--- src/rtl/video_timing_pkg.sv ---
// Shared video timing definitions: PROM bit map, default horizontal timing,
// and the flag structs used by video_sync_sequencer and hcounter_gen.
package video_timing_pkg;

  localparam int VSYNC_BIT   = 0;
  localparam int VBLANK_BIT  = 1;
  localparam int VRELOAD_BIT = 2;
  localparam int VWIN_BIT    = 3;

  localparam int H_TOTAL_DEF       = 384;
  localparam int H_BLANK_START_DEF = 256;
  localparam int H_SYNC_START_DEF  = 272;
  localparam int H_SYNC_END_DEF    = 304;
  localparam int H_LATCH_DEF       = 2;

  localparam logic [7:0] V_RELOAD_DEF   = 8'h00;
  localparam int         WDOG_LINES_DEF = 300;

  // Latched vertical outputs, held for one line.
  typedef struct packed {
    logic vwin;
    logic vblank;
    logic vsync;
  } vflags_t;

  // Decoded view of one PROM word.
  typedef struct packed {
    logic vwin;
    logic vreload;
    logic vblank;
    logic vsync;
  } prom_word_t;

  function automatic prom_word_t decode_prom(input logic [3:0] word);
    prom_word_t pw;
    pw.vsync   = word[VSYNC_BIT];
    pw.vblank  = word[VBLANK_BIT];
    pw.vreload = word[VRELOAD_BIT];
    pw.vwin    = word[VWIN_BIT];
    return pw;
  endfunction

endpackage

--- src/rtl/video_sync_sequencer_if.sv ---
// Horizontal timing bus between hcounter_gen (master) and the vertical/PROM
// logic of video_sync_sequencer (slave).
interface video_sync_sequencer_if;

  // ce_pix qualifies every transfer; line_end is a single-cycle strobe that is
  // only ever high in a cycle where ce_pix is high and hcount is the last pixel.
  logic       ce_pix;
  logic [8:0] hcount;
  logic       hsync;
  logic       hblank;
  logic       line_end;

  modport master (
    input  ce_pix,
    output hcount,
    output hsync,
    output hblank,
    output line_end
  );

  modport slave (
    output ce_pix,
    input  hcount,
    input  hsync,
    input  hblank,
    input  line_end
  );

endinterface

--- src/rtl/hcounter_gen.sv ---
// Horizontal pixel counter with registered hsync/hblank compares and the
// ce-qualified line-end strobe.
module hcounter_gen
  import video_timing_pkg::*;
#(
  parameter int H_TOTAL       = H_TOTAL_DEF,
  parameter int H_BLANK_START = H_BLANK_START_DEF,
  parameter int H_SYNC_START  = H_SYNC_START_DEF,
  parameter int H_SYNC_END    = H_SYNC_END_DEF
) (
  input  logic                   clk,
  input  logic                   rst,
  video_sync_sequencer_if.master tim
);

  logic [8:0] hcount_q, hcount_d;
  logic       hsync_q, hsync_d;
  logic       hblank_q, hblank_d;
  logic       at_last;

  assign at_last = (hcount_q == 9'(H_TOTAL - 1));

  // Compares look at the next count so the registered flags line up with hcount.
  always_comb begin
    hcount_d = at_last ? 9'd0 : hcount_q + 9'd1;
    hblank_d = (hcount_d >= 9'(H_BLANK_START)) && (hcount_d <= 9'(H_TOTAL - 1));
    hsync_d  = (hcount_d >= 9'(H_SYNC_START)) && (hcount_d < 9'(H_SYNC_END));
  end

  always_ff @(posedge clk or posedge rst) begin
    if (rst) begin
      hcount_q <= 9'd0;
      hsync_q  <= 1'b0;
      hblank_q <= 1'b0;
    end else if (tim.ce_pix) begin
      hcount_q <= hcount_d;
      hsync_q  <= hsync_d;
      hblank_q <= hblank_d;
    end
  end

  assign tim.hcount   = hcount_q;
  assign tim.hsync    = hsync_q;
  assign tim.hblank   = hblank_q;
  assign tim.line_end = tim.ce_pix && at_last;

endmodule

--- src/rtl/video_sync_sequencer.sv ---
// Vertical timing PROM reader: owns the line counter, latches the PROM word once
// per line and produces vsync/vblank/vwin plus the frame-start strobe.
// Optional line watchdog: define SYNC_SEQ_WATCHDOG_EN.
module video_sync_sequencer
  import video_timing_pkg::*;
#(
  parameter int         H_TOTAL       = H_TOTAL_DEF,
  parameter int         H_BLANK_START = H_BLANK_START_DEF,
  parameter int         H_SYNC_START  = H_SYNC_START_DEF,
  parameter int         H_SYNC_END    = H_SYNC_END_DEF,
  parameter int         H_LATCH       = H_LATCH_DEF,
  parameter logic [7:0] V_RELOAD      = V_RELOAD_DEF
`ifdef SYNC_SEQ_WATCHDOG_EN
  ,
  parameter int         WDOG_LINES    = WDOG_LINES_DEF
`endif
) (
  input  logic       clock,
  input  logic       reset,
  input  logic       ce_pix,
  output logic [7:0] prom_addr,
  input  logic [3:0] prom_data,
  output logic [8:0] hcount,
  output logic [7:0] vcount,
  output logic       hsync,
  output logic       hblank,
  output logic       vsync,
  output logic       vblank,
  output logic       vwin,
  output logic       frame_start,
  output logic       wdog_err
);

  video_sync_sequencer_if tim ();

  assign tim.ce_pix = ce_pix;

  hcounter_gen #(
    .H_TOTAL       (H_TOTAL),
    .H_BLANK_START (H_BLANK_START),
    .H_SYNC_START  (H_SYNC_START),
    .H_SYNC_END    (H_SYNC_END)
  ) u_hcounter (
    .clk (clock),
    .rst (reset),
    .tim (tim)
  );

  logic [7:0] vcount_q, vcount_d;
  vflags_t    vflags_q, vflags_d;
  logic       reload_q, reload_d;
  logic       frame_start_q, frame_start_d;
  logic       latch_now;
  logic       wdog_trip;
  logic       do_reload;
  prom_word_t pw;

  assign pw        = decode_prom(prom_data);
  assign latch_now = ce_pix && (tim.hcount == 9'(H_LATCH));
  assign do_reload = reload_q || wdog_trip;

`ifdef SYNC_SEQ_WATCHDOG_EN
  logic [8:0] wdog_cnt_q, wdog_cnt_d;
  logic       wdog_err_q, wdog_err_d;

  // Trips on the line end that would complete WDOG_LINES lines without a reload.
  assign wdog_trip = tim.line_end && !reload_q && ((wdog_cnt_q + 9'd1) == 9'(WDOG_LINES));

  always_comb begin
    wdog_cnt_d = wdog_cnt_q;
    wdog_err_d = wdog_err_q;
    if (tim.line_end) begin
      if (do_reload) wdog_cnt_d = 9'd0;
      else           wdog_cnt_d = wdog_cnt_q + 9'd1;
      if (wdog_trip) wdog_err_d = 1'b1;
    end
  end

  always_ff @(posedge clock or posedge reset) begin
    if (reset) begin
      wdog_cnt_q <= 9'd0;
      wdog_err_q <= 1'b0;
    end else begin
      wdog_cnt_q <= wdog_cnt_d;
      wdog_err_q <= wdog_err_d;
    end
  end

  assign wdog_err = wdog_err_q;
`else
  assign wdog_trip = 1'b0;
  assign wdog_err  = 1'b0;
`endif

  // The reload flag is armed at H_LATCH and consumed at line end of the same line.
  always_comb begin
    vcount_d      = vcount_q;
    vflags_d      = vflags_q;
    reload_d      = reload_q;
    frame_start_d = frame_start_q;
    if (ce_pix) begin
      frame_start_d = tim.line_end && do_reload;
      if (latch_now) begin
        vflags_d.vsync  = pw.vsync;
        vflags_d.vblank = pw.vblank;
        vflags_d.vwin   = pw.vwin;
        if (pw.vreload) reload_d = 1'b1;
      end
      if (tim.line_end) begin
        if (do_reload) begin
          vcount_d = V_RELOAD;
          reload_d = 1'b0;
        end else begin
          vcount_d = vcount_q + 8'd1;
        end
      end
    end
  end

  always_ff @(posedge clock or posedge reset) begin
    if (reset) begin
      vcount_q      <= V_RELOAD;
      vflags_q      <= '0;
      reload_q      <= 1'b0;
      frame_start_q <= 1'b0;
    end else begin
      vcount_q      <= vcount_d;
      vflags_q      <= vflags_d;
      reload_q      <= reload_d;
      frame_start_q <= frame_start_d;
    end
  end

  assign prom_addr   = vcount_q;
  assign vcount      = vcount_q;
  assign hcount      = tim.hcount;
  assign hsync       = tim.hsync;
  assign hblank      = tim.hblank;
  assign vsync       = vflags_q.vsync;
  assign vblank      = vflags_q.vblank;
  assign vwin        = vflags_q.vwin;
  assign frame_start = frame_start_q;

  a_hcount_range : assert property (@(posedge clock) disable iff (reset)
    hcount <= 9'(H_TOTAL - 1));
  a_fs_at_line_start : assert property (@(posedge clock) disable iff (reset)
    frame_start |-> (hcount == 9'd0));

endmodule

--- config.mk ---
export PLATFORM = sky130hd
export DESIGN_NAME = video_sync_sequencer
export DESIGN_NICKNAME = d
export VERILOG_FILES = /design/src/rtl/video_timing_pkg.sv /design/src/rtl/video_sync_sequencer_if.sv /design/src/rtl/hcounter_gen.sv /design/src/rtl/video_sync_sequencer.sv
export SDC_FILE = /design/constraint.sdc
export NUM_CORES = 1
export LEC_CHECK = 0
export CORE_MARGIN = 8
export CORE_UTILIZATION = 49
export CTS_BUF_LIST = sky130_fd_sc_hd__clkbuf_8
export DETAILED_ROUTE_END_ITERATION = 6
export PLACE_DENSITY = 0.82
export REMOVE_ABC_BUFFERS = 1
export SYNTH_ARGS = -nofsm -noshare
export SYNTH_HDL_FRONTEND = slang
export SYNTH_HIERARCHICAL = 1
export SYNTH_SLANG_ARGS = --single-unit
export TNS_END_PERCENT = 30
--- constraint.sdc ---
create_clock -name clock -period 2.2 [get_ports clock]
set_input_delay 0.44 -clock clock [delete_from_list [all_inputs] [get_ports clock]]
set_output_delay 0.44 -clock clock [all_outputs]
set_load 0.01 [all_outputs]
==> results.tsv, run 1 <==
stage	metric	value	unit
status	status	finished, final reports clean	
timing	fin. max-slew vios	0	
critical_path	crit path buf inv count	0	
clocking	Clock Path Buffers	2	
clocking	total CTS buffers	3	
clocking	Worst-path clk slew	90	ps
critical_path	CP max stage delay	480	ps
placement	placed inst area	1750	um^2
grt	largest net degree at the start of global routing	21	
clocking	CTS tree	done	
grt	first-pass GRT wire length	5990	um
critical_path	CP max-delay cell	dfrtp_1	
timing	RSZ-0062 raised after global routing	false	
drt	via count	1229	
synth	Synth Area per Inst	9.60	um^2
final_layout	Final nets	189	
floorplanning	Core ar.	2730	um^2
synth	Post-synth EDFFs	0	
clocking	CTS sink cnt	24	
drt	DRT iter0 DRCs	83	
synth	Syn Inst Count	145	
grt	GRT Overall Usage	14.1	%
clocking	post-CTS setup repair buffer count	0	
synth	Main synth FF type	dfrtp_1	
critical_path	Crit path max-delay family	simple AND/OR/NAND/NOR gates	
critical_path	worst-path fanout max	8	
floorplanning	Die X	69.3	um
timing	Worst Tran Pin Value	507	ps
power_and_ir_drop	Max VDD drop	0.000794	V
synth	sequential fraction of the synthesis area	43.2	%
drt	final WL	3450	um
clocking	worst-skew pair later-pin latency	270	ps
critical_path	element type at the critical path end	flop	
floorplanning	placement row count	19	
drt	DRC	0	
synth	cell area after synthesis	1390	um^2
timing	final setup violation count	0	
critical_path	worst path arrival time	2140	ps
critical_path	Startpoint Class	flop	
timing	period utilisation layout	89.5	%
timing	TNS Setup	0	ps
final_layout	most frequent cells in the layout	clkdlybuf4s50_1, dfrtp_1, nand2_1	
drt	post-DR wirelength/cell	16.4	um
floorplanning	Initial Util	50.9	%
placement	HPWL after DPL	2560	um
synth	Post-synth ARST share	100	%
final_layout	Design Area, Final	1830	um^2
power_and_ir_drop	LEAKAGE	0.810	nW
drt	Detail Route Antenna Nets	0	
power_and_ir_drop	Cell Pwr Density	840	nW/um^2
critical_path	Req. time, crit path	2370	ps
clocking	Root Driver	clkbuf_8	
placement	PortBufs	37	
critical_path	flop-to-flop setup slack	230	ps
synth	Synth Warn #	6	
timing	Fin Hold WS	490	ps
final_layout	commonest non-fill, non-tap cell in the layout	clkdlybuf4s50_1	
timing	Hold Vio Cnt, Final	0	
synth	post-synth cell types	48	
floorplanning	Die Area	4800	um^2
grt	initial antenna violation count	0	
final_layout	Area Growth Syn to Fin	31.2	%
critical_path	kind of critical path	reg -> reg	
clocking	post_cts resized	0	
min_path	HP Class	in -> async	
synth	Synth Register Bits	24	
timing	Slew HR	66.2	%
final_layout	# diodes	0	
drt	DR pass1 iterations	4	
timing	fmax	508	MHz
drt	post-DR vias/cell	5.85	
clocking	hold-fix buffers at CTS	0	
timing	minimum clock period	1970	ps
clocking	htree depth	1	
floorplanning	Chip Height	69.3	um
grt	Overflow after GRT	0	
grt	vias in the first global route	1298	
final_layout	share of cells above drive strength 1	13.4	%
timing	clk_skew	5.76	ps
flow_run	maxcap violations	0	
floorplanning	num ports	39	
placement	gp weighted congestion	0.886	
critical_path	worst path cell trace	ha_1, nand3_1, nor4_1, nand2_1, or2_2, o31ai_1	
-- metal layers --
metal  up-vias  global-route usage (%)  share of wire, %
met5         -                       0                 0
met1       591                    16.7                42
met3         4                    4.72               8.2
li1        578                       -                 -
met2        56                    23.7                49
met4         0                    3.87              0.61
-- worst register-to-register path: stages, from the launching register on --
cell and delay (ps):
dfrtp_1 480, ha_1 250, nand3_1 150, nor4_1 320
nand2_1 170, or2_2 310, o31ai_1 200
-- sequential cells by signal, summed over array words and instances (netlist names) --
signal and cells:
do_reload 1, vblank 1, u_hcounter/tim.hblank 1, u_hcounter/tim.hcount 9, frame_start 1, prom_addr 8
vwin 1, vsync 1, u_hcounter/tim.hsync 1
-- metrics by stage --
stage	utilization (%)	std cells	setup WS [ps]	total power, W
global placement	64.2	206	98.0	0.00114
finish	66.8	210	230	0.00153
CTS	66.8	210	262	0.00154
floorplan	-	131	147	0.000872
detailed placement	64.2	206	32.9	0.00115
global route	66.8	210	33.0	0.00162
-- final timing paths --
check | depth (start not counted) | from | end
worst max-delay path | 6 | u_hcounter/tim.hcount[0] | prom_addr[3]
worst min-delay path | 2 | reset | u_hcounter/tim.hblank
worst max register to register | 6 | u_hcounter/tim.hcount[0] | prom_addr[3]
worst min register to register | 1 | u_hcounter/tim.hblank | u_hcounter/tim.hblank
max in group asynchronous | 2 | reset | prom_addr[4]
min in group clock | 1 | u_hcounter/tim.hblank | u_hcounter/tim.hblank
-- area by class of cell --
cell class / count / area, um^2
clock buffer: 3 / 41.3
tap: 31 / 38.8
timing repair buffer: 44 / 423
fill: 219 / 908
multi-input combinational: 99 / 662
sequential: 24 / 601
inverter: 8 / 30.0
clock inverter: 1 / 30.0
-- cell usage after synthesis (all sizes together), types with 3 or more instances --
| master | n | share of area, % |
|---|---|---|
| a21oi | 3 | 1.1 |
| and3 | 5 | 2.3 |
| buf | 12 | 6.6 |
| dfrtp | 24 | 43 |
| inv | 8 | 2.2 |
| mux2 | 4 | 3.2 |
| nand2 | 15 | 4.2 |
| nand2b | 3 | 1.3 |
| nand3 | 10 | 4.0 |
| nor3 | 4 | 1.8 |
| o21ai | 10 | 3.6 |
| or2 | 3 | 1.3 |
| xnor2 | 5 | 3.1 |
-- power breakdown --
| group | total (W) | internal (W) | leakage, nW | switching [W] |
|---|---|---|---|---|
| clock network | 0.000386 | 0.000243 | 0.0357 | 0.000143 |
| registers | 0.000648 | 0.000526 | 0.299 | 0.000121 |
| logic | 0.000499 | 0.000283 | 0.475 | 0.000216 |
-- logic make-up after synthesis --
| group | share of synthesized area (%) |
|---|---|
| AND/OR/NAND/NOR | 23.2 |
| AO/OA/AOI/OAI | 15.2 |
| flip-flops | 43.2 |
| buffers and inverters | 9.26 |
| XOR/XNOR | 3.15 |
| multiplexers | 3.96 |
| adder cells (fa/ha/maj) | 1.80 |
| other | 0.270 |
(Power assumes the default switching activity.)
==> run 2, diff against run 1 <==
- CORE_MARGIN: 8 -> default
==> results.tsv, run 2 (same netlist as run 1, synthesis figures left out) <==
stage	metric	value	unit	change
status	status	finished, final reports clean		
power_and_ir_drop	LEAKAGE	0.800	nW	-1.2%
critical_path	worst path arrival time	2120	ps	-20 ps
timing	final setup margin	242	ps	+11.7 ps
drt	post-DR vias/cell	5.87		+0.23%
clocking	CTS sink cnt	24		unchanged
final_layout	share of cells above drive strength 1	13.4	%	unchanged
power_and_ir_drop	Cell Pwr Density	774	nW/um^2	-7.8%
final_layout	Area Growth Syn to Fin	29.5	%	
grt	vias in the first global route	1178		-9.2%
flow_run	maxcap violations	0		unchanged
floorplanning	Initial Util	53.7	%	+2.8 points
critical_path	FF-to-FF Start	u_hcounter/tim.hcount[0]		
floorplanning	Die Area	3060	um^2	-36%
timing	Slew HR	66.6	%	+0.37 points
final_layout	fin util	69.6	%	+2.8 points
critical_path	Req. time, crit path	2360	ps	about the same
drt	DRT iter0 DRCs	45		-46%
clocking	Root Driver	clkbuf_8		
floorplanning	Chip Height	55.3	um	-20%
final_layout	FILL cells	205		-6.4%
timing	clk_skew	5.92	ps	+0.154 ps
power_and_ir_drop	switching power	0.000461	W	-4.1%
critical_path	Critical path origin	u_hcounter/tim.hcount[0]		
power_and_ir_drop	clock power share	18.4	%	-6.8 points
placement	HPWL after DPL	2350	um	-8.1%
critical_path	kind of critical path	reg -> reg		
power_and_ir_drop	internal power	0.000934	W	-11%
critical_path	element type at the critical path end	flop		
power_and_ir_drop	Max VDD drop	0.000644	V	-19%
final_layout	# diodes	0		unchanged
final_layout	Top reg by flops	u_hcounter/tim.hcount		
grt	initial antenna violation count	0		unchanged
timing	final setup violation count	0		unchanged
drt	post-DR wirelength/cell	15.1	um	-8.0%
grt	first-pass GRT wire length	5420	um	-9.5%
clocking	total CTS buffers	3		unchanged
clocking	Worst-path clk slew	80	ps	about the same
power_and_ir_drop	final total power	0.00139	W	-9.0%
timing	RSZ-0062 raised after global routing	false		
drt	via count	1226		-0.24%
clocking	CTS tree	done		
timing	TNS Setup	0	ps	unchanged
min_path	HP Class	reg -> reg		
drt	DRC	0		unchanged
clocking	hold-fix buffers at CTS	0		unchanged
clocking	Clock Path Buffers	2		unchanged
drt	Detail Route Antenna Nets	0		unchanged
final_layout	commonest non-fill, non-tap cell in the layout	clkdlybuf4s50_1		
floorplanning	num ports	39		unchanged
floorplanning	Die X	55.3	um	-20%
placement	Placement Setup Slack	17.8	ps	-15.1 ps
final_layout	Final nets	190		+0.53%
timing	Hold Vio Cnt, Final	0		unchanged
timing	fin. max-slew vios	0		unchanged
final_layout	most frequent cells in the layout	clkdlybuf4s50_1, dfrtp_1, nand2_1		
grt	GRT Overall Usage	22.1	%	+8.0 points
clocking	worst-skew pair later-pin latency	260	ps	about the same
timing	minimum clock period	1960	ps	-11.7 ps
timing	Worst Tran Pin Value	501	ps	-5.52 ps
critical_path	worst-path fanout max	8		unchanged
placement	gp weighted congestion	0.840		-5.2%
clocking	htree depth	1		unchanged
clocking	post_cts resized	0		unchanged
critical_path	Startpoint Class	flop		
drt	DR pass1 iterations	4		unchanged
grt	largest net degree at the start of global routing	21		unchanged
floorplanning	placement row count	18		-1
power_and_ir_drop	combinational share of power	35.7	%	+3.2 points
timing	period utilisation layout	89.0	%	-0.53 points
timing	Fin Hold WS	498	ps	+7.96 ps
power_and_ir_drop	sequential power share	45.8	%	+3.5 points
placement	PortBufs	37		unchanged
floorplanning	Core ar.	2590	um^2	-5.3%
min_path	min-delay src	u_hcounter/tim.hblank		
timing	fmax	511	MHz	+0.60%
clocking	post-CTS setup repair buffer count	0		unchanged
drt	final WL	3160	um	-8.4%
power_and_ir_drop	Sw Share	33.1	%	+1.7 points
final_layout	max reg flops	9		unchanged
grt	Overflow after GRT	0		unchanged
run 2: cell types whose count changed in the layout (fill, tap and decap cells not counted):
| cell | delta |
|---|---|
| buf_4 | +1 |
| bufinv_16 | -1 |
run 2: critical path: stages, from the launching register on:
cell,delay (ps)
dfrtp_1,470
ha_1,250
nand3_1,140
nor4_1,290
nand2_1,160
or2_2,310
o31ai_1,240
run 2: cell type report:
type	count	area (um^2)	share of cell area, %
clock buffers	3	41.3	2.29
inverters	8	30.0	1.67
multi-input cells	99	662	36.7
flip-flops and latches	24	601	33.3
well taps	30	37.5	2.08
repair buffers	45	430	23.9
run 2: per-stage QoR:
step	instance area [um^2]	std cells
after floorplan	1290	131
after global placement	1760	206
after detailed placement	1760	206
after CTS	1800	209
after global routing	1800	209
final	1800	209
run 2: worst paths after layout:
| check | endpoint | slack [ps] | cells past startpoint |
|---|---|---|---|
| hold reg to reg | u_hcounter/tim.hblank | 500 | 1 |
| setup reg to reg | prom_addr[3] | 240 | 6 |
| min in group asynchronous | u_hcounter/tim.hcount[3] | 510 | 2 |
| max in group asynchronous | do_reload | 1340 | 2 |
| hold / removal | u_hcounter/tim.hblank | 500 | 1 |
| setup / recovery | prom_addr[3] | 240 | 6 |
run 2: metal layers:
layer  routed length, um  vias to the layer above  share of wire [%]  GRT usage (%)
li1                    -                      581                  -              -
met1                1360                      600                 43           27.2
met2                1630                       43                 52           39.1
met3                 150                        2                4.8           4.68
met4                  16                        0               0.51           6.07
met5                   0                        -                  0              0
run 2: power by group through the flow:
stage / combinational [W] / clock, W / sequential, W
floorplan: 0.000190 / 0 / 0.000682
global placement: 0.000481 / 0 / 0.000639
detailed placement: 0.000495 / 0 / 0.000646
CTS: 0.000498 / 0.000264 / 0.000639
global route: 0.000536 / 0.000279 / 0.000658
finish: 0.000498 / 0.000257 / 0.000639
==> run 3, diff against run 2 <==
- SLEW_MARGIN: default -> 20
==> results of run 3 <==
Same layout as run 2: the final DEF is identical, and so are final timing and power.
